### src/rtl/dram_l1_weight_fetch.sv
// dram_l1_weight_fetch: burst reader for layer-1 weight DRAM with a skid-buffered stream and selective (skip-unchanged) fetch
module dram_l1_weight_fetch #(
    parameter int D_WIDTH = 4,
    parameter int A_WIDTH = 15,
    parameter int L_WIDTH = 16
) (
    input  logic               clk,
    input  logic               rst,
    input  logic               start,
    input  logic [A_WIDTH-1:0] base_addr,
    input  logic [L_WIDTH-1:0] burst_len,
    input  logic               skip_mode,
    output logic               busy,
    output logic               done,
    output logic [L_WIDTH-1:0] skip_cnt,
    output logic               rce,
    output logic [A_WIDTH-1:0] ra,
    input  logic [D_WIDTH-1:0] rq,
    output logic               out_valid,
    input  logic               out_ready,
    output logic [D_WIDTH-1:0] out_data,
    output logic [A_WIDTH-1:0] out_addr,
    output logic               out_changed,
    output logic               out_last
);
    localparam logic [1:0] S_IDLE = 2'd0, S_FETCH = 2'd1, S_DRAIN = 2'd2, S_DONE = 2'd3;
    localparam int E_W = D_WIDTH + A_WIDTH + 2;
    logic [1:0]         state_q, state_d, count_q, count_d;
    logic [A_WIDTH-1:0] addr_q, fl_addr_q;
    logic [L_WIDTH-1:0] remain_q, skip_cnt_q;
    logic [D_WIDTH-1:0] prev_q;
    logic [E_W-1:0]     b0_q, b1_q, in_e, head;
    logic               skip_q, first_q, fl_q, fl_last_q, changed, drop, push, pop;
    assign rce       = state_q == S_FETCH && ({1'b0, count_q} + {2'b0, fl_q}) < 3'd2;
    assign changed   = first_q | (rq != prev_q);
    // the final word is never dropped so the consumer always sees out_last
    assign drop      = skip_q & ~changed & ~fl_last_q;
    assign push      = fl_q & ~drop;
    assign in_e      = {fl_last_q, changed, fl_addr_q, rq};
    // an empty buffer passes the returning word straight through
    assign head      = count_q != 2'd0 ? b0_q : push ? in_e : '0;
    assign out_valid = count_q != 2'd0 | push;
    assign pop       = out_valid & out_ready;
    assign {out_last, out_changed, out_addr, out_data} = head;
    assign busy      = state_q != S_IDLE;
    assign done      = state_q == S_DONE;
    assign skip_cnt  = skip_cnt_q;
    assign ra        = addr_q;
    always_comb begin
        count_d = count_q + {1'b0, push} - {1'b0, pop};
        state_d = state_q == S_IDLE  ? (start ? (burst_len == '0 ? S_DONE : S_FETCH) : S_IDLE)
                : state_q == S_FETCH ? (rce && remain_q == L_WIDTH'(1) ? S_DRAIN : S_FETCH)
                : state_q == S_DRAIN ? (count_d == 2'd0 ? S_DONE : S_DRAIN)
                : S_IDLE;
    end
    always_ff @(posedge clk) begin
        if (rst) begin
            state_q    <= S_IDLE;
            count_q    <= '0;
            addr_q     <= '0;
            fl_addr_q  <= '0;
            remain_q   <= '0;
            skip_cnt_q <= '0;
            prev_q     <= '0;
            b0_q       <= '0;
            b1_q       <= '0;
            skip_q     <= 1'b0;
            first_q    <= 1'b0;
            fl_q       <= 1'b0;
            fl_last_q  <= 1'b0;
        end else begin
            state_q <= state_d;
            count_q <= count_d;
            fl_q    <= rce;
            if (state_q == S_IDLE && start) begin
                addr_q     <= base_addr;
                remain_q   <= burst_len;
                skip_q     <= skip_mode;
                first_q    <= 1'b1;
                prev_q     <= '0;
                skip_cnt_q <= '0;
            end
            if (rce) begin
                addr_q    <= addr_q + 1'b1;
                remain_q  <= remain_q - 1'b1;
                fl_addr_q <= addr_q;
                fl_last_q <= remain_q == L_WIDTH'(1);
            end
            if (fl_q) begin
                prev_q  <= rq;
                first_q <= 1'b0;
                if (drop) skip_cnt_q <= skip_cnt_q + 1'b1;
            end
            if ((count_q == 2'd0 && push && !pop) || (count_q == 2'd1 && push && pop)) b0_q <= in_e;
            else if (count_q == 2'd2 && pop) b0_q <= b1_q;
            if (push && ((count_q == 2'd1 && !pop) || (count_q == 2'd2 && pop))) b1_q <= in_e;
        end
    end
endmodule

### config.mk
export PLATFORM = sky130hd
export DESIGN_NAME = dram_l1_weight_fetch
export DESIGN_NICKNAME = d
export VERILOG_FILES = /design/src/rtl/dram_l1_weight_fetch.sv
export SDC_FILE = /design/constraint.sdc
export NUM_CORES = 1
export LEC_CHECK = 0
export CAP_MARGIN = 20
export CORE_MARGIN = 5
export CORE_UTILIZATION = 40
export DETAILED_ROUTE_END_ITERATION = 8
export PLACE_DENSITY_LB_ADDON = 0.12
export SLEW_MARGIN = 20
export SYNTH_ARGS = -nofsm -noshare
export SYNTH_HDL_FRONTEND = slang
export SYNTH_SLANG_ARGS = --single-unit
### constraint.sdc
create_clock -name clk -period 5.6 [get_ports clk]
set_input_delay 1.4 -clock clk [delete_from_list [all_inputs] [get_ports clk]]
set_output_delay 1.4 -clock clk [all_outputs]
set_load 0.01 [all_outputs]
* Yosys cells after proc, flatten, opt, wreduce, memory -nomap -nowiden
Index checks and enable logic that the tools add are counted.
Operators by class: equality and inequality tests 7, muxes and demuxes 20, bitwise gates (word level) 9, reduce and logical (&&, ||, !) cells 23, add/sub/neg operators 6, order comparisons 1
Operator list (count):
- $mux W21 | 4
- $mux W16 | 5
- $mux W15 | 2
- $add A16 B1 Y16 const B | 1
- $eq A16 B1 Y1 const B | 1
- $logic_not A16 Y1 | 1
- $sub A16 B1 Y16 const B | 1
- $add A15 B1 Y15 const B | 1
- $mux W2 | 6
- $logic_and A1 B1 Y1 | 10
- $reduce_bool A2 Y1 | 5
- $mux W4 | 2
- $eq A2 B2 Y1 const B | 3
- $logic_not A2 Y1 | 3
- $and A1 B1 Y1 | 4
- $eq A2 B1 Y1 const B | 2
- $ne A4 B4 Y1 | 1
- $add A2 B1 Y3 | 1
- $lt A3 B2 Y1 const B | 1
- $not A1 Y1 | 3
- $add A2 B1 Y2 | 1
- $logic_or A1 B1 Y1 | 2
- $or A1 B1 Y1 | 2
- $reduce_or A2 Y1 | 1
- 3 further kinds | 3
Word-level totals: bits in registers 116, output and inout port bits 56, bits of input ports 40

* Logic depth before layout (Yosys ltp)
depth in word-level cells 15, depth in mapped cells 12, depth with buffers taken out 12

* Worst setup path after synthesis
No wires, ideal clock.
path type in2out, from in rq[3], to out out_addr[10], stages 6, data arrival time 2.722 ns, path buffers 1, setup slack 1.478 ns, path through xor2_1 or3_1 o21ai_1 nor2_1 clkbuf_1 a22o_1
On the way: longest elaborated chain between the ends 9
Ends and longest elaborated chain:
- from (decl) | line 18 | input logic [D_WIDTH-1:0] rq,
- $ne A4 B4 Y1 | line 35 | assign changed = first_q | (rq != prev_q);
- $or A1 B1 Y1 | line 35
- $not A1 Y1 | line 37 | assign drop = skip_q & ~changed & ~fl_last_q;
- $and A1 B1 Y1 (2 in a row) | line 37
- $not A1 Y1 | line 38 | assign push = fl_q & ~drop;
- $and A1 B1 Y1 | line 38
- $mux W21 (2 in a row) | line 41 | assign head = count_q != 2'd0 ? b0_q : push ? in_e : '0;
- to (decl) | line 22 | output logic [A_WIDTH-1:0] out_addr,
No other way between the ends.

* Worst setup path in the final report
from in rq[3], to out out_addr[9]
Same word-level chain as after synthesis.

==> impl_metrics.toml <==
[global_route]
antenna_found_initial = 0
grt_pass1_wl_mm = 25.5
grtUsageTotal = 0.192
grt_start_max_net_pins = 68
grt_pass1_vias = 5094
overflow = 0

[floorplan]
die_w_um = 127
die_h_um = 127
dieArea_sq_mm = 0.0162
core.rowCount = 42
coreArea_sq_mm = 0.0133
start_util = 0.413
ios = 96

[yosys]
yosysSeqAreaShare = 0.422
syn-num-nets = 724
synth_cell_types = 56
ys_ff_latch = 116
syn_avg_cell_area_sq_um = 8.12
syn-cell-area_sq_mm = 0.00551
async_flop_share = 0
synth_ff_type = "dfxtp_1"
synth_edf_count = 0
synth_warnings = 0
postSynthCellCount = 678

[drt]
dr_total_vias = 5396
dr.pass1.iters = 5
detail_route.wl_per_cell_um = 16.6
postRouteAntennaNets = 0
via_per_inst = 5.72
first_iter_violations = 408
drt-total-wl_mm = 15.6
drc = 0

[power]
power_density_mw_per_mm2 = 366
p_leak_uw = 0.00244
peakVddDrop_uv = 178

[worst_hold_path]
hold_end = "b0_q[19]"
hold_start = "b1_q[19]"
hold_path.class = "reg -> reg"
min_delay_path_depth = 2

[clock_network]
clock-sinks = 116
cts_resized = 0
root_buffer = "clkbuf_16"
cts_hold_buf = 0
cts_setup_buffers = 0
clk_pin_slew_ns = 0.06
cts_tree = "done"
cts_max_level = 4
ctsLongestPathBuffers = 2
clock_latency_ns = 0.41
cts-buffers-inserted = 17

[cells_and_area]
final_common_cell = "dfxtp_1"
fin_area_sq_mm = 0.00716
syn_to_final_growth_pct = 30.1
drive_gt1_frac = 0.0638
layout_common_cells = "dfxtp_1 (116), nand2_1 (110), clkdlybuf4s50_1 (94)"
diodes = 0
fillerInstances = 1271
layout.nets = 801

[worst_setup_path]
criticalPathCategory = "in -> out"
required_ns = 4.20
cp.arrival_ns = 3.77
critPathLaunch = "rq[3]"
r2r-start = "count_q[1]"
worst-r2r-cell-count = 10
r2r-end = "state_q[0]"
cp_max_fo = 19
regToRegSetupSlack_ns = 2.90
cp-end-kind = "primary output"
critPathLaunchType = "input pin"

[timing]
min_period_ns = 5.17
slew_viol_final = 0
fin_skew_ns = 0.00734
slew_headroom = 0.318
finalHoldViolCount = 0
rsz0062_at_grt = "no"
tightest_slew_ns = 1.02
setup_tns_ns = 0
period_share = 0.923
setup_violations = 0
max_freq_ghz = 0.194

[flow_run]
maxCapViolCount = 0

[status]
outcome = "complete, no violations"

[placed_design]
hpwlAfterDp_mm = 10.6
routabilityCongestion = 0.847
dpl_cell_area_sq_mm = 0.00658
portBuffers = 95
cell usage after synthesis (3+ instances only):
master,number,area [sq um]
a22o_1,19,166
o311ai_1,5,43.8
xnor2_1,4,35.0
nand3b_1,5,37.5
nand4_1,11,68.8
mux2i_1,21,210
nor4_1,7,43.8
o21ai_1,16,80.1
and2_1,4,25.0
o311ai_0,3,26.3
dfxtp_1,116,2320
nand3_1,15,75.1
a31oi_1,10,62.6
o21ai_0,6,30.0
inv_1,6,22.5
or3_1,8,50.1
nor3b_1,6,45.0
clkbuf_1,40,150
nand2_1,110,413
a311oi_1,23,201
a221oi_1,4,35.0
buf_2,4,20.0
a21oi_1,67,335
ha_1,6,75.1
xor2_1,6,52.6
nand2b_1,10,62.6
o211ai_1,5,37.5
a32oi_1,4,35.0
and3_1,6,37.5
o2bb2ai_1,3,26.3
a31o_1,3,26.3
nor2b_1,4,25.0
or4_1,6,45.0
nor2_1,79,297
nor3_1,10,50.1
sequential cells by signal, indices dropped and copies added, names as in the netlist:
| register | count |
|---|---|
| prev_q | 4 |
| fl_q | 1 |
| b0_q | 21 |
| skip_cnt | 16 |
| state_q | 2 |
| skip_q | 1 |
| fl_addr_q | 15 |
| first_q | 1 |
| ra | 15 |
| fl_last_q | 1 |
| count_q | 2 |
| remain_q | 16 |
| b1_q | 21 |
cell families after synthesis:
group           Yosys count  share of synthesized area
simple gates            294                      0.257
compound gates          178                      0.217
flops                   116                      0.422
buf+inv                  53                     0.0370
mux                      21                     0.0382
xor+xnor                 10                     0.0159
fa+ha+maj                 6                     0.0136
cell type report:
class	instances	area [sq um]	share of cell area
Clock buffer	21	460	0.0643
Clock inverter	11	128	0.0178
Timing Repair Buffer	104	1020	0.142
Multi-Input combinational cell	509	2990	0.418
Sequential cell	116	2320	0.324
Tap cell	176	220	0.0307
Inverter	7	26.3	0.00367
metal layers:
metal | part of all wire | global-route usage
met1 | 0.47 | 0.254
met2 | 0.45 | 0.303
met3 | 0.072 | 0.0568
met4 | 0.011 | 0.0618
met5 | 0 | 0
worst max path at each step:
stage,cells past startpoint,end
floorplan,6,out_addr[10]
finish,8,out_addr[9]
detailed placement,8,out_addr[2]
global placement,8,out_addr[14]
global route,8,out_addr[10]
CTS,8,out_addr[2]
report_power, final:
part / total [uW] / switching (uW) / internal (uW)
clock: 1070 / 386 / 679
sequential: 974 / 78.3 / 896
combinational: 580 / 348 / 232
per-stage QoR:
step | setup slack [ns] | cells | hold WS (ns) | total power, uW | utilization
floorplan | 1.48 | 678 | 0.431 | 1350 | -
global placement | 0.454 | 912 | 0.440 | 1550 | 0.492
detailed placement | 0.428 | 912 | 0.460 | 1570 | 0.493
CTS | 0.410 | 944 | 0.469 | 2650 | 0.537
global route | 0.307 | 944 | 0.497 | 2760 | 0.537
finish | 0.433 | 944 | 0.470 | 2620 | 0.537
critical path, cell delays in order:
cell and delay (ns):
clkdlybuf4s50_1 0.52, xor2_1 0.23, or3_1 0.40, o21ai_1 0.24, nor2_1 0.06, buf_4 0.24, a22o_1 0.19, clkdlybuf4s50_1 0.48
Note: power is estimated with default switching activity, not from simulation.
